**config.mk**
```make
export PLATFORM = sky130hd
export DESIGN_NAME = instr_decode_stage
export DESIGN_NICKNAME = d
export VERILOG_FILES = /design/src/rtl/riscuinho_pkg.sv /design/src/rtl/imm_gen.sv /design/src/rtl/instr_decode_stage.sv
export SDC_FILE = /design/constraint.sdc
export NUM_CORES = 1
export LEC_CHECK = 0
export ABC_CLOCK_PERIOD_IN_PS = 1700
export CORE_MARGIN = 2
export CORE_UTILIZATION = 41
export CTS_BUF_LIST = sky130_fd_sc_hd__clkbuf_4
export CTS_CLUSTER_SIZE = 10
export DETAILED_ROUTE_END_ITERATION = 8
export PLACE_DENSITY = 0.83
export SYNTH_ARGS = -nofsm -noshare
export SYNTH_HDL_FRONTEND = slang
export SYNTH_SLANG_ARGS = --single-unit
```
**constraint.sdc**
```tcl
create_clock -name clk -period 1.7 [get_ports clk]
set_clock_uncertainty 0.05 [all_clocks]
set_input_delay 0.255 -clock clk [delete_from_list [all_inputs] [get_ports clk]]
set_output_delay 0.255 -clock clk [all_outputs]
set_load 0.02 [all_outputs]
```
**src/rtl/riscuinho_pkg.sv**
```systemverilog
// Shared definitions for the riscuinho core: RV32I opcode constants, the 16-bit alu_op encoding
// consumed by IntegerBasicALU, the operand-A select enum and the immediate format enum.
// alu_op layout is {funct7[6:1], funct3, opcode}. funct7[0] is always 0 in legal RV32I, so it is
// dropped to fit 16 bits.
package riscuinho_pkg;

    localparam logic [6:0] TYPE_R      = 7'b0110011;
    localparam logic [6:0] TYPE_I      = 7'b0010011;
    localparam logic [6:0] TYPE_LOAD   = 7'b0000011;
    localparam logic [6:0] TYPE_STORE  = 7'b0100011;
    localparam logic [6:0] TYPE_BRANCH = 7'b1100011;
    localparam logic [6:0] TYPE_LUI    = 7'b0110111;
    localparam logic [6:0] TYPE_AUIPC  = 7'b0010111;
    localparam logic [6:0] TYPE_JAL    = 7'b1101111;
    localparam logic [6:0] TYPE_JALR   = 7'b1100111;

    localparam logic [15:0] ALU_ADD  = 16'h0033;
    localparam logic [15:0] ALU_SUB  = 16'h4033;
    localparam logic [15:0] ALU_SLL  = 16'h00B3;
    localparam logic [15:0] ALU_SLT  = 16'h0133;
    localparam logic [15:0] ALU_SLTU = 16'h01B3;
    localparam logic [15:0] ALU_XOR  = 16'h0233;
    localparam logic [15:0] ALU_SRL  = 16'h02B3;
    localparam logic [15:0] ALU_SRA  = 16'h42B3;
    localparam logic [15:0] ALU_OR   = 16'h0333;
    localparam logic [15:0] ALU_AND  = 16'h03B3;
    // Plain add in I-type form; used by LUI/AUIPC/JALR to form A + imm.
    localparam logic [15:0] ALU_ADDI = 16'h0013;

    localparam logic [15:0] ALU_LB   = 16'h0003;
    localparam logic [15:0] ALU_LH   = 16'h0083;
    localparam logic [15:0] ALU_LW   = 16'h0103;
    localparam logic [15:0] ALU_LBU  = 16'h0203;
    localparam logic [15:0] ALU_LHU  = 16'h0283;
    localparam logic [15:0] ALU_SB   = 16'h0023;
    localparam logic [15:0] ALU_SH   = 16'h00A3;
    localparam logic [15:0] ALU_SW   = 16'h0123;

    localparam logic [15:0] ALU_BEQ  = 16'h0063;
    localparam logic [15:0] ALU_BNE  = 16'h00E3;
    localparam logic [15:0] ALU_BLT  = 16'h0263;
    localparam logic [15:0] ALU_BGE  = 16'h02E3;
    localparam logic [15:0] ALU_BLTU = 16'h0363;
    localparam logic [15:0] ALU_BGEU = 16'h03E3;

    localparam logic [15:0] ALU_JAL  = 16'h006F;

    typedef enum logic [1:0] {
        OpARs1  = 2'd0,
        OpAPc   = 2'd1,
        OpAZero = 2'd2
    } op_a_sel_e;

    typedef enum logic [2:0] {
        ImmNone,
        ImmI,
        ImmS,
        ImmB,
        ImmU,
        ImmJ
    } imm_fmt_e;

    function automatic logic [15:0] pack_alu_op(input logic [5:0] funct7_hi,
                                                input logic [2:0] funct3,
                                                input logic [6:0] opcode);
        return {funct7_hi, funct3, opcode};
    endfunction

endpackage

```
**src/rtl/imm_gen.sv**
```systemverilog
// Immediate generator (combinational).
// Ports:
//   instr  in   instruction bits [31:7] (opcode bits are not needed here)
//   fmt    in   immediate format selected by the decoder
//   imm    out  immediate sign-extended from instr[31] to DATA_WIDTH; zero for ImmNone
module imm_gen
    import riscuinho_pkg::*;
#(
    parameter int unsigned DATA_WIDTH = 32
) (
    input  logic [31:7]           instr,
    input  imm_fmt_e              fmt,
    output logic [DATA_WIDTH-1:0] imm
);

    logic [31:0] imm32;

    always_comb begin
        imm32 = '0;
        unique case (fmt)
            ImmI:    imm32 = {{20{instr[31]}}, instr[31:20]};
            ImmS:    imm32 = {{20{instr[31]}}, instr[31:25], instr[11:7]};
            ImmB:    imm32 = {{19{instr[31]}}, instr[31], instr[7], instr[30:25],
                              instr[11:8], 1'b0};
            ImmU:    imm32 = {instr[31:12], 12'b0};
            ImmJ:    imm32 = {{11{instr[31]}}, instr[31], instr[19:12], instr[20],
                              instr[30:21], 1'b0};
            default: imm32 = '0;
        endcase
        imm = DATA_WIDTH'($signed(imm32));
    end

endmodule

```
**src/rtl/instr_decode_stage.sv**
```systemverilog
// RV32I decode stage: combinational decode of one instruction word into a single registered slot.
// Ports:
//   clk, rst_n            clock, asynchronous active-low reset
//   flush                 drop the held slot and any incoming word (synchronous)
//   in_valid/in_ready     fetch handshake; in_ready = !out_valid | out_ready
//   instr, pc             instruction word and its address
//   out_valid/out_ready   execute handshake
//   alu_op                {funct7[6:1], funct3, opcode}
//   op_a_sel, op_b_sel    A: 0=rs1 1=pc 2=zero; B: 0=rs2 1=imm
//   rs1, rs2, rd          register indices (rs2/rd are 0 when the format has none)
//   imm                   sign-extended immediate
//   reg_we, mem_rd, mem_wr, branch, jump, illegal  control flags
//   out_pc                pc of the held instruction
// An illegal word still produces a valid slot, with every decode field zero except illegal.
module instr_decode_stage
    import riscuinho_pkg::*;
#(
    parameter int unsigned DATA_WIDTH = 32
) (
    input  logic                  clk,
    input  logic                  rst_n,
    input  logic                  flush,
    input  logic                  in_valid,
    output logic                  in_ready,
    input  logic [31:0]           instr,
    input  logic [DATA_WIDTH-1:0] pc,
    output logic                  out_valid,
    input  logic                  out_ready,
    output logic [15:0]           alu_op,
    output logic [1:0]            op_a_sel,
    output logic                  op_b_sel,
    output logic [4:0]            rs1,
    output logic [4:0]            rs2,
    output logic [4:0]            rd,
    output logic [DATA_WIDTH-1:0] imm,
    output logic                  reg_we,
    output logic                  mem_rd,
    output logic                  mem_wr,
    output logic                  branch,
    output logic                  jump,
    output logic                  illegal,
    output logic [DATA_WIDTH-1:0] out_pc
);

    typedef enum logic {StEmpty, StFull} state_e;
    state_e state_q;

    logic [6:0] opc, f7;
    logic [2:0] f3;
    logic       f7_zero, f7_alt;

    assign opc     = instr[6:0];
    assign f3      = instr[14:12];
    assign f7      = instr[31:25];
    assign f7_zero = (f7 == 7'b0000000);
    assign f7_alt  = (f7 == 7'b0100000);

    imm_fmt_e              d_fmt;
    op_a_sel_e             d_a_sel;
    logic [15:0]           d_alu_op;
    logic                  d_b_sel, d_uses_rs2, d_writes_rd;
    logic                  d_mem_rd, d_mem_wr, d_branch, d_jump, d_illegal;
    logic [4:0]            d_rs1, d_rs2, d_rd;
    logic [DATA_WIDTH-1:0] d_imm;

    always_comb begin
        d_fmt       = ImmNone;
        d_a_sel     = OpARs1;
        d_b_sel     = 1'b0;
        d_alu_op    = '0;
        d_uses_rs2  = 1'b0;
        d_writes_rd = 1'b0;
        d_mem_rd    = 1'b0;
        d_mem_wr    = 1'b0;
        d_branch    = 1'b0;
        d_jump      = 1'b0;
        d_illegal   = 1'b0;
        case (opc)
            TYPE_R: begin
                d_alu_op    = pack_alu_op(f7[6:1], f3, opc);
                d_uses_rs2  = 1'b1;
                d_writes_rd = 1'b1;
                // The alternate funct7 only exists for SUB and SRA.
                d_illegal   = !(f7_zero || (f7_alt && (f3 == 3'b000 || f3 == 3'b101)));
            end
            TYPE_I: begin
                d_fmt       = ImmI;
                d_b_sel     = 1'b1;
                d_writes_rd = 1'b1;
                if (f3 == 3'b001) begin
                    d_alu_op  = pack_alu_op(f7[6:1], f3, opc);
                    d_illegal = !f7_zero;
                end else if (f3 == 3'b101) begin
                    d_alu_op  = pack_alu_op(f7[6:1], f3, opc);
                    d_illegal = !(f7_zero || f7_alt);
                end else begin
                    d_alu_op  = pack_alu_op(6'b0, f3, opc);
                end
            end
            TYPE_LOAD: begin
                d_fmt       = ImmI;
                d_b_sel     = 1'b1;
                d_writes_rd = 1'b1;
                d_mem_rd    = 1'b1;
                d_alu_op    = pack_alu_op(6'b0, f3, opc);
                d_illegal   = (f3 == 3'b011) || (f3 == 3'b110) || (f3 == 3'b111);
            end
            TYPE_STORE: begin
                d_fmt      = ImmS;
                d_b_sel    = 1'b1;
                d_uses_rs2 = 1'b1;
                d_mem_wr   = 1'b1;
                d_alu_op   = pack_alu_op(6'b0, f3, opc);
                d_illegal  = (f3 >= 3'b011);
            end
            TYPE_BRANCH: begin
                // A/B feed the target adder; the comparison happens downstream.
                d_fmt      = ImmB;
                d_a_sel    = OpAPc;
                d_b_sel    = 1'b1;
                d_uses_rs2 = 1'b1;
                d_branch   = 1'b1;
                d_alu_op   = pack_alu_op(6'b0, f3, opc);
                d_illegal  = (f3 == 3'b010) || (f3 == 3'b011);
            end
            TYPE_LUI: begin
                d_fmt       = ImmU;
                d_a_sel     = OpAZero;
                d_b_sel     = 1'b1;
                d_writes_rd = 1'b1;
                d_alu_op    = ALU_ADDI;
            end
            TYPE_AUIPC: begin
                d_fmt       = ImmU;
                d_a_sel     = OpAPc;
                d_b_sel     = 1'b1;
                d_writes_rd = 1'b1;
                d_alu_op    = ALU_ADDI;
            end
            TYPE_JAL: begin
                d_fmt       = ImmJ;
                d_a_sel     = OpAPc;
                d_b_sel     = 1'b1;
                d_writes_rd = 1'b1;
                d_jump      = 1'b1;
                d_alu_op    = ALU_JAL;
            end
            TYPE_JALR: begin
                d_fmt       = ImmI;
                d_b_sel     = 1'b1;
                d_writes_rd = 1'b1;
                d_jump      = 1'b1;
                d_alu_op    = ALU_ADDI;
            end
            default: d_illegal = 1'b1;
        endcase

        if (d_illegal) begin
            d_fmt       = ImmNone;
            d_a_sel     = OpARs1;
            d_b_sel     = 1'b0;
            d_alu_op    = '0;
            d_uses_rs2  = 1'b0;
            d_writes_rd = 1'b0;
            d_mem_rd    = 1'b0;
            d_mem_wr    = 1'b0;
            d_branch    = 1'b0;
            d_jump      = 1'b0;
        end
    end

    assign d_rs1 = d_illegal ? 5'd0 : instr[19:15];
    assign d_rs2 = d_uses_rs2 ? instr[24:20] : 5'd0;
    assign d_rd  = d_writes_rd ? instr[11:7] : 5'd0;

    imm_gen #(
        .DATA_WIDTH(DATA_WIDTH)
    ) u_imm_gen (
        .instr(instr[31:7]),
        .fmt  (d_fmt),
        .imm  (d_imm)
    );

    assign out_valid = (state_q == StFull);
    assign in_ready  = !out_valid || out_ready;

    always_ff @(posedge clk or negedge rst_n) begin
        if (!rst_n) begin
            state_q  <= StEmpty;
            alu_op   <= '0;
            op_a_sel <= '0;
            op_b_sel <= 1'b0;
            rs1      <= '0;
            rs2      <= '0;
            rd       <= '0;
            imm      <= '0;
            reg_we   <= 1'b0;
            mem_rd   <= 1'b0;
            mem_wr   <= 1'b0;
            branch   <= 1'b0;
            jump     <= 1'b0;
            illegal  <= 1'b0;
            out_pc   <= '0;
        end else if (flush) begin
            state_q <= StEmpty;
        end else if (in_valid && in_ready) begin
            state_q  <= StFull;
            alu_op   <= d_alu_op;
            op_a_sel <= d_a_sel;
            op_b_sel <= d_b_sel;
            rs1      <= d_rs1;
            rs2      <= d_rs2;
            rd       <= d_rd;
            imm      <= d_imm;
            reg_we   <= d_writes_rd && (d_rd != 5'd0);
            mem_rd   <= d_mem_rd;
            mem_wr   <= d_mem_wr;
            branch   <= d_branch;
            jump     <= d_jump;
            illegal  <= d_illegal;
            out_pc   <= pc;
        end else if (out_ready) begin
            state_q <= StEmpty;
        end
    end

endmodule

```
==> results_dict.tcl, run 1 <==
set metrics [dict create \
    run_status "complete, no violations" \
    critical_path_start_end_classification "in2reg" \
    post_synthesis_cell_type_count 52 \
    core_sq_mm 0.01079 \
    grt_first_pass_wirelength_um 21910 \
    globalRoute.totalOverflow 0 \
    hold-worst-slack_ps 212.5 \
    syn_inst 455 \
    max-cap-violations 0 \
    powerDensity_mw_per_mm2 725.6 \
    slew_viol_final 0 \
    crit_path_max_fanout 9 \
    critical_path.startpoint "instr[28]" \
    grt_antenna_before_repair 0 \
    max_slew_margin 0.4856 \
    p_total_mw 5.154 \
    avgSynthCellArea_sq_um 9.889 \
    cts_tree "built" \
    post_synthesis_cell_type_with_the_largest_combined_area "sky130_fd_sc_hd__dfrtp_1" \
    hold_class "in2reg" \
    drt_pass1_iterations 4 \
    commonest_cells_in_the_synthesized_netlist "154 x sky130_fd_sc_hd__nand2_1, 105 x sky130_fd_sc_hd__dfrtp_1, 21 x sky130_fd_sc_hd__nor2_1" \
    post-synth-top-area-fraction 0.5840 \
    gpl.final_weighted_congestion 0.8645 \
    clk-insertion-delay-late_ps 440 \
    cp-endpoint "rs2[3]$_DFFE_PN0P_" \
    crit_family "buffers and inverters" \
    synth_sequential_area_ratio 0.5840 \
    power.static_leakage_nw 3.697 \
    cts.htree.levels 3 \
    post_drt_wl_per_cell_um 16.89 \
    avgViaCountPerCell 5.169 \
    achievable-frequency_mhz 600.4 \
    vdd.ir_drop.worst_mv 0.4607 \
    final_layout_net_count 753 \
    clock_sinks 105 \
    ios 175 \
    dr.first_iter.drc_count 264 \
    final_cells 829 \
    detailroute.via_count 4285 \
    synth.area.top_cells "sky130_fd_sc_hd__dfrtp_1 58%, sky130_fd_sc_hd__nand2_1 13%, sky130_fd_sc_hd__o31ai_1 2.8%" \
    yosys_most_used_dff "sky130_fd_sc_hd__dfrtp_1" \
    clockBufferDepth 2 \
    synth.ff_latch_count 105 \
    synth_most_common_cell "sky130_fd_sc_hd__nand2_1" \
    floorplan.initialDensity 0.4169 \
    path_buf_inv 3 \
    synth.net_count 524 \
    chipHeight_um 108.8 \
    post-route-drc-count 0 \
    largest_net_degree_at_the_start_of_global_routing 36 \
    async_flop_share 1.000 \
    diodes 0 \
    finalHoldViolations 0 \
    numPortBuffers 174 \
    postLayoutSetupSlackWorst_ps 34.56 \
    synth_edf_count 0 \
    chain_of_cells_forming_the_critical_path "clkdlybuf4s50_1 -> nor4_2 -> buf_4 -> a31oi_4 -> or2_4 -> buf_4 -> o31ai_2" \
    setup_viol 0 \
    total_track_usage 0.2394 \
    wirelength_um 14000 \
    synth_area_sq_mm 0.004499 \
    ctsRootBufferMaster "sky130_fd_sc_hd__clkbuf_4" \
    rr_startpoint "out_valid$_DFFE_PN0P_" \
    worst-endpoint-arrival_ps 1970 \
    cp_slowest_cell "sky130_fd_sc_hd__clkdlybuf4s50_1" \
    drt.antenna.violating_nets 0 \
    clkTransAtPathRegs_ps 150 \
    fin_tns_setup_ps 0 \
    r2r_cells 7 \
    final_layout_size_suffix_gt1_frac 0.2134 \
    r2r-end "imm[1]$_DFFE_PN0P_" \
    worstSetupStartpointType "input port" \
    tightest_slew_ps 771.7 \
    post_dp_cell_area_sq_mm 0.006963 \
    post-route-cell-area_sq_mm 0.007103 \
    num_rows 38 \
    layout_min_cycle_time_ps 1665 \
    die_w_um 108.8 \
    cts_inserted_buffers 9 \
    timing.critical_path.slowest_cell_delay_ps 450 \
    util_after_layout 0.6581 \
    die_area_sq_mm 0.01183 \
    via_count_of_the_first_global_routing_pass 4294 \
    dp_cells 809 \
    path_depth 7 \
    critPathCaptureType "flop" \
    synthesis.yosys.warnings 0 \
    detailedPlacementHpwl_um 10630 \
    area_growth_syn_to_layout_pct 57.87 \
    regToRegSetupSlack_ps 80 \
    cp_data_required_time_ps 2010 \
    cp_common_cell "sky130_fd_sc_hd__buf_4" \
    fin_crit_sh 0.9797 \
    place_worst_setup_slack_ps -851.0 \
]
-- flip-flops by register name, indices dropped and copies added (netlist names), 2 cells and up --
| name | cells |
|---|---|
| op_a_sel | 2 |
| out_pc | 32 |
| rd | 5 |
| imm | 32 |
| rs2 | 5 |
| alu_op | 16 |
| rs1 | 5 |
-- worst reg2reg max path: stages (launching register included) --
cell	delay [ps]
sky130_fd_sc_hd__dfrtp_2	430
sky130_fd_sc_hd__nor2b_4	140
sky130_fd_sc_hd__inv_2	50
sky130_fd_sc_hd__nand3b_1	60
sky130_fd_sc_hd__buf_4	170
sky130_fd_sc_hd__buf_4	180
sky130_fd_sc_hd__a221o_1	310
sky130_fd_sc_hd__o221a_4	130
-- per-layer routing --
layer	up-vias	share of wire	routed length [um]	global-route usage
li1	2025	-	-	-
met1	2093	0.41	5797	0.3139
met2	154	0.51	7185	0.4112
met3	13	0.063	888	0.05021
met4	0	0.0091	127	0.05037
met5	-	0	0	0
-- cells by family after synthesis --
group                     share of synthesized area
AOI/OAI and AO/OA                            0.1488
xor gates and xnor gates                   0.001947
buffers and inverters                       0.03142
DFF                                          0.5840
muxes                                      0.004450
and+or+nand+nor                              0.2294
-- report_power, final --
part | total (mW) | switching [mW] | internal (mW)
logic | 1.24 | 0.699 | 0.545
registers | 2.78 | 0.0985 | 2.68
clock network | 1.13 | 0.811 | 0.321
-- worst min-delay path by stage --
stage | startpoint | to | slack, ps | cells past startpoint
final | instr[5] | op_a_sel[1]$_DFFE_PN0P_ | 210 | 4
after global routing | instr[5] | op_a_sel[1]$_DFFE_PN0P_ | 200 | 4
after CTS | rst_n | out_pc[3]$_DFFE_PN0P_ | 220 | 2
after detailed placement | rst_n | out_pc[3]$_DFFE_PN0P_ | 180 | 1
after global placement | rst_n | out_pc[4]$_DFFE_PN0P_ | 170 | 1
after floorplan | rst_n | alu_op[0]$_DFFE_PN0P_ | -90 | 0
-- timing repair --
item,in CTS,in global routing
pin swaps,7,8
gates resized for setup,140,32
endpoints found under the hold margin,28,0
endpoints found under the setup margin,171,45
buffers inserted,2,1
hold buffers,1,0
-- layout make-up --
type,instances,area [sq um]
clock buffers,10,75.07
clock inverters,6,42.54
fillers,891,3690
inverters,3,11.26
multi-input cells,319,1971
flip-flops and latches,105,2629
well taps,140,175.2
repair buffers,246,2200
-- cells in the final DEF, fill, tap and decap left out, types with 8 or more instances in the layout --
| master | Yosys | final |
|---|---|---|
| sky130_fd_sc_hd__dfrtp_1 | 105 | 104 |
| sky130_fd_sc_hd__nor2_1 | 21 | 21 |
| sky130_fd_sc_hd__clkdlybuf4s50_1 | 0 | 56 |
| sky130_fd_sc_hd__clkbuf_2 | 0 | 8 |
| sky130_fd_sc_hd__buf_4 | 1 | 61 |
| sky130_fd_sc_hd__nand2_1 | 154 | 153 |
| sky130_fd_sc_hd__and3_1 | 9 | 8 |
| sky130_fd_sc_hd__o31ai_1 | 17 | 12 |
| sky130_fd_sc_hd__o21ai_0 | 11 | 8 |
| sky130_fd_sc_hd__clkbuf_4 | 0 | 10 |
| sky130_fd_sc_hd__dlygate4sd2_1 | 0 | 107 |
| sky130_fd_sc_hd__a21oi_2 | 0 | 9 |
| sky130_fd_sc_hd__a211o_1 | 8 | 8 |
| sky130_fd_sc_hd__and2_1 | 9 | 9 |
Note: power is estimated with default switching activity, not from simulation.
==> run 2, diff against run 1 <==
--- a/config.mk
+++ b/config.mk
@@ -9,9 +9,11 @@
 export CORE_MARGIN = 2
 export CORE_UTILIZATION = 41
 export CTS_BUF_LIST = sky130_fd_sc_hd__clkbuf_4
-export CTS_CLUSTER_SIZE = 10
+export CTS_CLUSTER_SIZE = 14
 export DETAILED_ROUTE_END_ITERATION = 8
 export PLACE_DENSITY = 0.83
+export SKIP_CTS_REPAIR_TIMING = 1
 export SYNTH_ARGS = -nofsm -noshare
 export SYNTH_HDL_FRONTEND = slang
 export SYNTH_SLANG_ARGS = --single-unit
+export TNS_END_PERCENT = 50
==> run 2 against run 1 <==
Against the previous run: count of clock-buffer cells in the layout up 2; largest cell class is now buffers; final cell count grew 0.97%; critical endpoint is now imm[1]$_DFFE_PN0P_; wire length is 5.4% higher; critical path type is now reg2reg; critical path depth stayed put.
==> results_dict.tcl, run 2 (same netlist as run 1, synthesis figures left out) <==
set metrics [dict create \
    run_status "complete, no violations" \
    avgViaCountPerCell 5.281 \
    fin_crit_sh 0.9735 \
    core_sq_mm 0.01079 \
    layout_min_cycle_time_ps 1655 \
    rr_startpoint "out_valid$_DFFE_PN0P_" \
    post-route-cell-area_sq_mm 0.007537 \
    crit_path_max_fanout 11 \
    hold-worst-slack_ps 179.3 \
    largest_net_degree_at_the_start_of_global_routing 41 \
    clkTransAtPathRegs_ps 160 \
    tightest_slew_ps 424.5 \
    powerDensity_mw_per_mm2 699.3 \
    cp_data_required_time_ps 2000 \
    total_track_usage 0.2373 \
    slew_viol_final 0 \
    post_drt_wl_per_cell_um 17.63 \
    p_total_mw 5.271 \
    detailroute.via_count 4420 \
    r2r_cells 7 \
    drt.antenna.violating_nets 0 \
    worstSetupStartpointType "flop" \
    power.static_leakage_nw 5.042 \
    combPwrFrac 0.257 \
    worst-endpoint-arrival_ps 1960 \
    ios 175 \
    max_slew_margin 0.7170 \
    floorplan.initialDensity 0.4169 \
    ctsRootBufferMaster "sky130_fd_sc_hd__clkbuf_4" \
    grt_first_pass_wirelength_um 21620 \
    clock_sinks 105 \
    fin_tns_setup_ps 0 \
    wirelength_um 14760 \
    detailedPlacementHpwl_um 10700 \
    biggestRegsByFlops "imm x32, out_pc x32, alu_op x16" \
    share_seq_of_total_power 0.529 \
    cts.htree.levels 3 \
    chipHeight_um 108.8 \
    dr.first_iter.drc_count 263 \
    drt_pass1_iterations 5 \
    critical_path_start_end_classification "reg2reg" \
    num_rows 38 \
    vdd.ir_drop.worst_mv 0.3775 \
    die_w_um 108.8 \
    via_count_of_the_first_global_routing_pass 4423 \
    cts_tree "built" \
    globalRoute.totalOverflow 0 \
    area_growth_syn_to_layout_pct 67.52 \
    layout.cells.most_common_list "154 x sky130_fd_sc_hd__nand2_1, 119 x sky130_fd_sc_hd__dlymetal6s2s_1, 104 x sky130_fd_sc_hd__dfrtp_1, 68 x sky130_fd_sc_hd__buf_4, 53 x sky130_fd_sc_hd__clkdlybuf4s50_1" \
    util_after_layout 0.6984 \
    layout.cells.most_common "sky130_fd_sc_hd__nand2_1" \
    finalHoldViolations 0 \
    clockBufferDepth 2 \
    achievable-frequency_mhz 604.2 \
    p_int_mw 3.675 \
    hold_class "in2async" \
    max-cap-violations 0 \
    r2r-end "imm[1]$_DFFE_PN0P_" \
    die_area_sq_mm 0.01183 \
    regToRegSetupSlack_ps 50 \
    sw_frac_of_total 0.3028 \
    critPathCaptureType "flop" \
    clk-insertion-delay-late_ps 440 \
    clock_power_share 0.214 \
    numPortBuffers 174 \
    grt_antenna_before_repair 1 \
    total_switching_power_mw 1.596 \
    final_layout_size_suffix_gt1_frac 0.1954 \
    final_layout_net_count 760 \
    post_dp_cell_area_sq_mm 0.006970 \
    setup_viol 0 \
    cts_inserted_buffers 9 \
    post-route-drc-count 0 \
    gpl.final_weighted_congestion 0.9107 \
]
[run 2: changes by cell type in the layout (fill, tap and decap cells not counted), moves of 2 or more]
cell                              change
sky130_fd_sc_hd__dlymetal6s2s_1     +118
sky130_fd_sc_hd__dlygate4sd2_1      -107
sky130_fd_sc_hd__buf_4                +7
sky130_fd_sc_hd__clkbuf_2             -7
sky130_fd_sc_hd__a31o_2               +3
sky130_fd_sc_hd__a31o_4               -3
sky130_fd_sc_hd__clkdlybuf4s50_1      -3
sky130_fd_sc_hd__clkinv_1             +3
sky130_fd_sc_hd__a21oi_1              +2
sky130_fd_sc_hd__a21oi_2              -2
sky130_fd_sc_hd__clkbuf_4             +2
sky130_fd_sc_hd__clkinv_2             -2
sky130_fd_sc_hd__clkinvlp_4           -2
sky130_fd_sc_hd__o21ai_0              +2
[run 2: cell type report]
class | count | area (sq um)
Clock inverter | 4 | 20.02
Tap cell | 140 | 175.2
Antenna cell | 1 | 2.502
Fill cell | 769 | 3256
Timing Repair Buffer | 253 | 2721
Inverter | 3 | 11.26
Clock buffer | 12 | 90.09
Sequential cell | 105 | 2629
Multi-Input combinational cell | 319 | 1888
[run 2: through the flow]
stage | worst slack (ps) | instances
finish | 45.05 | 837
global route | -19.61 | 837
CTS | -350.7 | 830
detailed placement | -783.7 | 814
global placement | -711.8 | 814
floorplan | -152.4 | 455
[run 2: per-layer routing]
metal / wire (um) / track usage / vias up
met4: 316 / 0.08791 / 0
met3: 963 / 0.04363 / 24
met1: 5807 / 0.3012 / 2188
met5: 0 / 0 / -
met2: 7672 / 0.4054 / 169
li1: - / - / 2039
[run 2: how the worst max path moves through the flow]
stage | start | slack, ps | to | cells past startpoint
2_1_floorplan | instr[2] | -150 | imm[9]$_DFFE_PN0P_ | 7
3_3_place_gp | instr[4] | -710 | imm[19]$_DFFE_PN0P_ | 7
3_5_place_dp | instr[28] | -780 | rs2[2]$_DFFE_PN0P_ | 8
4_1_cts | out_valid$_DFFE_PN0P_ | -350 | in_ready | 4
5_1_grt | out_valid$_DFFE_PN0P_ | -20 | imm[19]$_DFFE_PN0P_ | 6
6_report | out_valid$_DFFE_PN0P_ | 50 | imm[1]$_DFFE_PN0P_ | 7
[run 2: power by group through the flow]
stage / registers (mW) / logic [mW] / clock network, mW
3_5_place_dp: 2.84 / 1.36 / 0
6_report: 2.79 / 1.35 / 1.13
3_3_place_gp: 2.83 / 1.33 / 0
2_1_floorplan: 3.05 / 0.320 / 0
4_1_cts: 2.79 / 1.36 / 1.15
5_1_grt: 2.81 / 1.45 / 1.25
[run 2: worst max-delay path, stage by stage (launching register included)]
cell	delay [ps]
sky130_fd_sc_hd__dfrtp_2	420
sky130_fd_sc_hd__nor2b_4	130
sky130_fd_sc_hd__inv_2	50
sky130_fd_sc_hd__nand3b_1	140
sky130_fd_sc_hd__buf_12	190
sky130_fd_sc_hd__buf_4	170
sky130_fd_sc_hd__a221o_1	290
sky130_fd_sc_hd__o221a_4	120
==> run 3, diff against run 2 <==
--- a/config.mk
+++ b/config.mk
@@ -12,6 +12,7 @@
 export CTS_CLUSTER_SIZE = 14
 export DETAILED_ROUTE_END_ITERATION = 8
 export PLACE_DENSITY = 0.83
+export SETUP_SLACK_MARGIN = 0.15
 export SKIP_CTS_REPAIR_TIMING = 1
 export SYNTH_ARGS = -nofsm -noshare
 export SYNTH_HDL_FRONTEND = slang
==> run 3 against run 2 <==
Against the previous run: the flow now finishes with violations (setup timing); critical path depth is 1 higher; final cell count up 1.9%; hold slack got worse by 130 ps; core utilization is 6.2 points higher; first-iteration DRC count is 44% higher; count of clock-buffer cells in the layout shrank 2; critical endpoint is now imm[16]$_DFFE_PN0P_.
==> results_dict.tcl, run 3 (same netlist as run 1, synthesis figures left out) <==
set metrics [dict create \
    run_status "finished with violations" \
    violations "setup timing" \
    rr_startpoint "out_valid$_DFFE_PN0P_" \
    via_count_of_the_first_global_routing_pass 4275 \
    share_seq_of_total_power 0.501 \
    crit_family "buffers and inverters" \
    max-cap-violations 0 \
    worstSetupStartpointType "flop" \
    area_growth_syn_to_layout_pct 82.51 \
    cts_inserted_buffers 9 \
    hold_class "in2reg" \
    layout_min_cycle_time_ps 1721 \
    powerDensity_mw_per_mm2 677.2 \
    core_sq_mm 0.01079 \
    largest_net_degree_at_the_start_of_global_routing 53 \
    final_layout_net_count 777 \
    dr.first_iter.drc_count 379 \
    vdd.ir_drop.worst_mv 0.4935 \
    cp_slowest_cell "sky130_fd_sc_hd__dfrtp_2" \
    ios 175 \
    avgViaCountPerCell 5.402 \
    path_buf_inv 4 \
    critical_path_start_end_classification "reg2reg" \
    finalHoldViolations 0 \
    biggestRegsByFlops "imm x32, out_pc x32, alu_op x16" \
    dp_cells 816 \
    cp_data_required_time_ps 2070 \
    drt_pass1_iterations 5 \
    grt_first_pass_wirelength_um 21400 \
    chipHeight_um 108.8 \
    timing.critical_path.slowest_cell_delay_ps 430 \
    post_drt_wl_per_cell_um 19.52 \
    layout.cells.most_common "sky130_fd_sc_hd__nand2_1" \
    worstHoldPathCells 3 \
    clock_power_share 0.229 \
    cts_tree "built" \
    regToRegSetupSlack_ps -20 \
    tightest_slew_ps 541.7 \
    total_track_usage 0.2341 \
    layout.cells.most_common_list "129 x sky130_fd_sc_hd__nand2_1, 112 x sky130_fd_sc_hd__dlymetal6s2s_1, 104 x sky130_fd_sc_hd__dfrtp_1, 61 x sky130_fd_sc_hd__buf_4, 51 x sky130_fd_sc_hd__clkdlybuf4s50_1" \
    sw_frac_of_total 0.3056 \
    die_area_sq_mm 0.01183 \
    cp_common_cell "sky130_fd_sc_hd__buf_4" \
    chain_of_cells_forming_the_critical_path "nor2b_4 -> inv_2 -> nand3b_1 -> buf_4 -> buf_6 -> nor4_4 -> buf_4 -> a211o_1" \
    area_of_the_multi_input_gates_sq_mm 0.002286 \
    slew_viol_final 0 \
    clock_sinks 105 \
    register_area_sq_mm 0.002629 \
    diodes 0 \
    timing.hold.worst_endpoint "imm[25]$_DFFE_PN0P_" \
    drt.antenna.violating_nets 0 \
    power.static_leakage_nw 5.300 \
    worst-endpoint-arrival_ps 2090 \
    fillerInstances 680 \
    r2r_cells 8 \
    postLayoutSetupSlackWorst_ps -20.62 \
    min-delay-start "instr[25]" \
    p_int_mw 3.861 \
    die_w_um 108.8 \
    numPortBuffers 174 \
    util_after_layout 0.7608 \
    ctsRootBufferMaster "sky130_fd_sc_hd__clkbuf_4" \
    combPwrFrac 0.270 \
    floorplan.initialDensity 0.4169 \
    clockBufferDepth 2 \
    wirelength_um 16650 \
    grt_setup_unrepaired "true" \
    critPathCaptureType "flop" \
    detailedPlacementHpwl_um 10620 \
    clkTransAtPathRegs_ps 160 \
    max_slew_margin 0.6389 \
    detailroute.via_count 4608 \
    fin_crit_sh 1.012 \
    cts.htree.levels 3 \
    r2r-end "imm[16]$_DFFE_PN0P_" \
    gpl.final_weighted_congestion 0.9020 \
    total_switching_power_mw 1.699 \
    globalRoute.totalOverflow 0 \
    clk-insertion-delay-late_ps 460 \
    final_cells 853 \
    crit_path_max_fanout 4 \
    achievable-frequency_mhz 581.2 \
    post-route-drc-count 0 \
    final_layout_size_suffix_gt1_frac 0.2987 \
    fin_tns_setup_ps -75.48 \
    grt_antenna_before_repair 0 \
    setup_viol 7 \
    num_rows 38 \
]
run 3: cell types whose count changed in the layout (fill, tap and decap cells not counted), moves of 10 or more:
cell | previous run | this run
sky130_fd_sc_hd__buf_6 | 5 | 25
sky130_fd_sc_hd__nand2_1 | 154 | 129
sky130_fd_sc_hd__o31ai_1 | 13 | 2
sky130_fd_sc_hd__nand2_4 | 0 | 15
sky130_fd_sc_hd__nand2_2 | 0 | 10
run 3: worst register-to-register path, stage by stage, from the launching register on:
cell and delay (ps):
sky130_fd_sc_hd__dfrtp_2 430, sky130_fd_sc_hd__nor2b_4 140, sky130_fd_sc_hd__inv_2 60, sky130_fd_sc_hd__nand3b_1 150, sky130_fd_sc_hd__buf_4 180, sky130_fd_sc_hd__buf_6 130
sky130_fd_sc_hd__nor4_4 210, sky130_fd_sc_hd__buf_4 200, sky130_fd_sc_hd__a211o_1 130
run 3: power by group through the flow:
| stage | sequential, mW | clock, mW | combinational, mW |
|---|---|---|---|
| 2_1_floorplan | 3.05 | 0 | 0.333 |
| 3_3_place_gp | 2.83 | 0 | 1.32 |
| 3_5_place_dp | 2.84 | 0 | 1.36 |
| 4_1_cts | 2.79 | 1.29 | 1.36 |
| 5_1_grt | 2.81 | 1.40 | 1.59 |
| 6_report | 2.79 | 1.27 | 1.50 |
run 3: per-layer routing:
metal,up-vias,share of wire,routed length [um],track usage
met5,-,0,0,0
met2,212,0.53,8832,0.3853
met3,35,0.062,1032,0.03586
li1,2081,-,-,-
met4,0,0.025,414,0.08974
met1,2280,0.38,6369,0.3131
run 3: area by class of cell:
cell class,instances,share of cell area
clock buffer,10,0.009142
clock inverter,6,0.007161
inverter,3,0.001371
multi-input combinational,319,0.2784
tap,140,0.02133
timing repair buffer,270,0.3625
sequential,105,0.3201
run 3: how the worst max path moves through the flow:
stage	cells past startpoint	end	from	slack, ps
after detailed placement	6	mem_wr$_DFFE_PN0P_	instr[1]	-780
after floorplan	7	imm[9]$_DFFE_PN0P_	instr[2]	-150
after CTS	4	in_ready	out_valid$_DFFE_PN0P_	-380
after global routing	6	mem_rd$_DFFE_PN0P_	out_valid$_DFFE_PN0P_	-80
after global placement	8	imm[30]$_DFFE_PN0P_	instr[27]	-770
final	8	imm[16]$_DFFE_PN0P_	out_valid$_DFFE_PN0P_	-20
run 3: through the flow:
stage | area (sq um) | setup slack [ps] | total power [mW] | hold slack [ps]
2_1_floorplan | 4632 | -152.4 | 3.387 | -90.59
3_3_place_gp | 6959 | -765.5 | 4.155 | 156.7
3_5_place_dp | 6959 | -779.5 | 4.192 | 158.9
4_1_cts | 7093 | -379.8 | 5.437 | -355.8
5_1_grt | 8212 | -80.26 | 5.797 | 60.99
6_report | 8212 | -20.62 | 5.561 | 53.29
